File: src/rtl/bfnp_branch_resolve_update.sv
// Branch resolution side of the neural predictor: in-order prediction queue,
// predictor update bundle, misprediction flush and branch statistics.
module bfnp_branch_resolve_update #(
  parameter int DEPTH = 4,
  parameter int PTR_W = 2
) (
  input  logic             clk,
  input  logic             rst,
  input  logic             stall,
  input  logic             pred_valid,
  input  logic [31:0]      pred_pc,
  input  logic             pred_taken,
  input  logic [31:0]      pred_npc,
  input  logic             res_valid,
  input  logic             res_taken,
  input  logic [31:0]      res_target,
  input  logic [31:0]      res_inst,
  output logic             Branch_direction,
  output logic [31:0]      PC_actual,
  output logic [31:0]      PC_alu,
  output logic [31:0]      inst,
  output logic             update_valid,
  output logic             rst_pipeline,
  output logic [PTR_W:0]   occupancy,
  output logic             overflow_err,
  output logic             underflow_err,
  output logic [31:0]      branch_cnt,
  output logic [31:0]      mispred_cnt
);

  typedef enum logic {NORMAL, FLUSH} state_t;

  typedef struct packed {
    logic [31:0] pc;
    logic        taken;
    logic [31:0] npc;
  } entry_t;

  localparam logic [PTR_W:0] FULL = (PTR_W+1)'(DEPTH);

  state_t           state;
  entry_t           mem [DEPTH];
  entry_t           in_ent;
  entry_t           head;
  logic [PTR_W-1:0] wr_ptr;
  logic [PTR_W-1:0] rd_ptr;
  logic [PTR_W:0]   occ;
  logic             uv_q;
  logic             rp_q;
  logic             active;
  logic             empty;
  logic             full;
  logic             push_ok;
  logic             pop_ok;
  logic             mispred;
  logic             flush_go;
  logic [31:0]      npc_act;

  always_comb begin
    in_ent   = '{pc: pred_pc, taken: pred_taken, npc: pred_npc};
    active   = !stall && (state == NORMAL);
    empty    = (occ == '0);
    full     = (occ == FULL);
    // An empty queue can still retire through the same-cycle push.
    pop_ok   = active && res_valid && (!empty || pred_valid);
    push_ok  = active && pred_valid && (!full || res_valid);
    head     = empty ? in_ent : mem[rd_ptr];
    npc_act  = res_taken ? res_target : head.pc + 32'd4;
    mispred  = (head.taken != res_taken) || (npc_act != head.npc);
    flush_go = pop_ok && mispred;
  end

  always_ff @(posedge clk) begin
    if (push_ok && !flush_go)
      mem[wr_ptr] <= in_ent;
  end

  always_ff @(posedge clk or posedge rst) begin
    if (rst) begin
      state            <= NORMAL;
      wr_ptr           <= '0;
      rd_ptr           <= '0;
      occ              <= '0;
      uv_q             <= 1'b0;
      rp_q             <= 1'b0;
      Branch_direction <= 1'b0;
      PC_actual        <= '0;
      PC_alu           <= '0;
      inst             <= '0;
      overflow_err     <= 1'b0;
      underflow_err    <= 1'b0;
      branch_cnt       <= '0;
      mispred_cnt      <= '0;
    end else begin
      if (!stall) begin
        uv_q <= pop_ok;
        rp_q <= flush_go;
      end
      if (pop_ok) begin
        Branch_direction <= res_taken;
        PC_actual        <= npc_act;
        PC_alu           <= res_target;
        inst             <= res_inst;
        if (branch_cnt != '1)
          branch_cnt <= branch_cnt + 32'd1;
        if (mispred && mispred_cnt != '1)
          mispred_cnt <= mispred_cnt + 32'd1;
      end
      if (active && pred_valid && !push_ok)
        overflow_err <= 1'b1;
      if (active && res_valid && !pop_ok)
        underflow_err <= 1'b1;
      unique case (state)
        NORMAL: if (flush_go) state <= FLUSH;
        FLUSH:  if (!stall) state <= NORMAL;
        default: state <= NORMAL;
      endcase
      if (flush_go) begin
        wr_ptr <= '0;
        rd_ptr <= '0;
        occ    <= '0;
      end else begin
        if (push_ok) wr_ptr <= wr_ptr + PTR_W'(1);
        if (pop_ok)  rd_ptr <= rd_ptr + PTR_W'(1);
        unique case ({push_ok, pop_ok})
          2'b10:   occ <= occ + (PTR_W+1)'(1);
          2'b01:   occ <= occ - (PTR_W+1)'(1);
          default: occ <= occ;
        endcase
      end
    end
  end

  // Strobes are suppressed while stalled; the held register re-presents
  // a pending strobe once the stall releases.
  assign update_valid = uv_q & ~stall;
  assign rst_pipeline = rp_q & ~stall;
  assign occupancy    = occ;

endmodule
File: config.mk
export PLATFORM = sky130hd
export DESIGN_NAME = bfnp_branch_resolve_update
export DESIGN_NICKNAME = d
export VERILOG_FILES = /design/src/rtl/bfnp_branch_resolve_update.sv
export SDC_FILE = /design/constraint.sdc
export NUM_CORES = 1
export LEC_CHECK = 0
export CAP_MARGIN = 0
export CORE_MARGIN = 2
export CORE_UTILIZATION = 50
export CTS_BUF_LIST = sky130_fd_sc_hd__clkbuf_16
export DETAILED_ROUTE_END_ITERATION = 8
export PLACE_DENSITY = 0.88
export SLEW_MARGIN = 10
export SYNTH_ARGS = -nofsm -noshare
export SYNTH_HDL_FRONTEND = slang
export SYNTH_SLANG_ARGS = --single-unit
File: constraint.sdc
create_clock -name clk -period 6.8 [get_ports clk]
set_clock_uncertainty 0.15 [all_clocks]
set_input_delay 1.36 -clock clk [delete_from_list [all_inputs] [get_ports clk]]
set_output_delay 1.36 -clock clk [all_outputs]
set_load 0.05 [all_outputs]
==> out/qor.csv <==
metric,value,unit
swShare,40.9,%
synth_cells,1628,
nets,2124,
min_period,6.10,ns
synthTopCellsByCount,"nand2_1 (308), edfxtp_1 (260), dfrtp_1 (173)",
dr.pass1.iters,7,
hold_ws,0.321,ns
yosysSeqAreaShare,59.3,%
ir_drop,0.247,mV
yosysUniqueCellTypes,87,
grt_overflow_total,0,
ys_ff_latch,433,
grt_max_degree,105,
p_sw,4.40,mW
core,40600,um^2
power_frac_comb,44.1,%
outcome,completed,
synth_top_cell_by_area,edfxtp_1,
p_leak,10.1,nW
cts_buffers,45,
cts_buffer_depth,3,
synthTopCellsByArea,"edfxtp_1 (38%), dfrtp_1 (21%), mux4_2 (7.0%), nand2_1 (5.6%), mux2i_1 (3.1%)",
finalHoldViolCount,0,
synth_compound_area_share,5.86,%
via_per_inst,6.07,
clkLatencyLatePin,0.59,ns
final_max_slew_viol_count,0,
holdBufCountCts,0,
arrival,6.22,ns
power_frac_clock,23.4,%
slowest_stage,or4_1,
path_class,primary input to register,
cp-start-kind,primary input,
via_count,15500,
min_period_over_period,89.7,%
ys_warn_count,0,
yosys.area_share.adder,0.526,%
routed_wl,64900,um
rsz0062_at_grt,false,
tritoncts,built,
tightest_slew,1.06,ns
synth.most_common_cell,nand2_1,
io_buffers,302,
ios,303,
maxCapViolations,0,
finalWorstSetupSlack,0.697,ns
avgSynthCellArea,12.6,um^2
start_util,50.3,%
maxSlewHeadroom,29.3,%
rows,74,
antenna_left,0,
ys.flop_type,edfxtp_1,
crit_fanout,25,
cts_root_buffer,clkbuf_16,
cpMostUsedCell,nand2_1,
grt_pass1_vias,15400,
cp_top_family,simple AND/OR/NAND/NOR gates,
initialDrtViolationCount,1879,
setup_violations,0,
synth_top_area_share,38.2,%
pre_cts_slack,0.216,ns
synth_top_family_by_area,simple AND/OR/NAND/NOR gates,
design_area,26100,um^2
synthArstFlopShare,40.0,%
synth_edf_count,260,
muxShareOfSynthArea,11.1,%
intPower,6.35,mW
endpoint_kind,register,
wl_per_cell,25.4,um
cpPeakStageDelay,0.63,ns
synthXorXnorAreaFrac,6.10,%
htree_levels,2,
path_cells,clkdlybuf4s50_1 > nand2_1 > nand2_1 > ha_1 > o31a_1 > nand4_1 > a22oi_1 > nand2_1 > or4_1 > xnor3_1 > nor4bb_1 > buf_4 > a31oi_1 > or4b_1 > nand2_2 > and3_2 > buf_12,
placed_area,24600,um^2
grt_pass1_wl,95300,um
cp_num_buf_inv,3,
cts_sinks,433,
dp_hpwl,47700,um
syn_area,20500,um^2
synthSimpleGateAreaFrac,14.9,%
grt_antenna_before_repair,0,
cts_setup_buffers,0,
drc,0,
seqPwrFrac,32.5,%
gp_congestion,1.02,
die_width,206,um
hold_class,register to register,
p_per_area,412,nW/um^2
clkTransAtPathRegs,0.06,ns
diodes,0,
area_delta_synth_final,27.5,%
fmax,0.164,GHz
dieHeight,206,um
critPathRequiredTime,6.92,ns
synth_nets,1771,
drive_above_1_share,12.6,%
die-area,42600,um^2
cts_resized,0,
grt_use_total,30.6,%
-- cells by family after synthesis --
family / Yosys count
simple gates: 635
xor+xnor: 136
buf+inv: 96
mux: 144
fa+ha+maj: 8
compound gates: 176
flops: 433
-- worst min-delay path: stages (launching register included) --
cell and delay, ns:
dfrtp_1 0.34, nand2_1 0.05, nand2_1 0.05
-- power by group through the flow --
stage	Clock, mW	Sequential (mW)	Combinational, mW
after floorplan	0	4.63	1.80
after global placement	0	3.52	4.64
after detailed placement	0	3.54	4.67
after CTS	2.55	3.49	4.69
after global routing	2.66	3.53	4.98
final	2.51	3.49	4.74
-- registers in the layout, indices dropped and copies added, names as in the netlist --
register	count
rp_q	1
overflow_err	1
PC_actual	32
PC_alu	32
branch_cnt	32
occupancy	3
underflow_err	1
mispred_cnt	32
mem	260
state	1
rd_ptr	2
uv_q	1
wr_ptr	2
inst	32
Branch_direction	1
-- area by class of cell --
| type | instances | area (um^2) |
|---|---|---|
| Fill cell | 2949 | 14600 |
| Sequential cell | 433 | 12100 |
| Multi-Input combinational cell | 1099 | 7900 |
| Timing Repair Buffer | 386 | 3810 |
| Clock buffer | 47 | 1180 |
| Tap cell | 532 | 666 |
| Clock inverter | 37 | 330 |
| Inverter | 16 | 65.1 |
-- placed cells by master, fill, tap and decap left out, drive strengths merged, types with 27 or more instances in the layout --
master | netlist | final
nand2 | 310 | 310
clkdlybuf4s50 | 0 | 301
edfxtp | 260 | 260
dfrtp | 173 | 173
buf | 36 | 85
xnor2 | 66 | 66
xor2 | 66 | 66
mux2i | 65 | 65
mux4 | 64 | 64
nor2 | 63 | 63
nand3 | 60 | 60
clkbuf | 44 | 47
nand4 | 40 | 40
o21ai | 37 | 37
a21oi | 36 | 36
nor4 | 27 | 27
and3 | 27 | 27
-- per-layer routing --
| layer | up-vias | wire [um] | track usage, % |
|---|---|---|---|
| li1 | 6754 | - | - |
| met1 | 7686 | 24400 | 39.2 |
| met2 | 855 | 30800 | 49.5 |
| met3 | 182 | 6360 | 6.69 |
| met4 | 2 | 3250 | 14.9 |
| met5 | - | 97 | 1.79 |
-- per-stage QoR --
stage	util (%)	setup TNS (ns)	instances	total power, mW
2_1_floorplan	-	-78.15	1628	6.43
3_3_place_gp	60.5	0	2466	8.15
3_5_place_dp	60.5	0	2466	8.21
4_1_cts	64.2	0	2550	10.7
5_1_grt	64.2	0	2550	11.2
6_report	64.2	0	2550	10.7
-- worst paths after layout --
kind	start	endpoint	slack [ns]	cells past startpoint
max	pred_pc[3]	mem[2][42]$_DFFE_PP_	0.70	17
min	PC_alu[29]$_DFFE_PP0P_	PC_alu[29]$_DFFE_PP0P_	0.32	2
max reg2reg	occupancy[0]$_DFFE_PP0P_	mem[2][42]$_DFFE_PP_	0.88	18
min reg2reg	PC_alu[29]$_DFFE_PP0P_	PC_alu[29]$_DFFE_PP0P_	0.32	2
max in group asynchronous	rst	rd_ptr[0]$_DFFE_PP0P_	4.12	3
min in group asynchronous	rst	mispred_cnt[7]$_DFFE_PP0P_	1.10	2
Power figures use the tool's default switching activity.
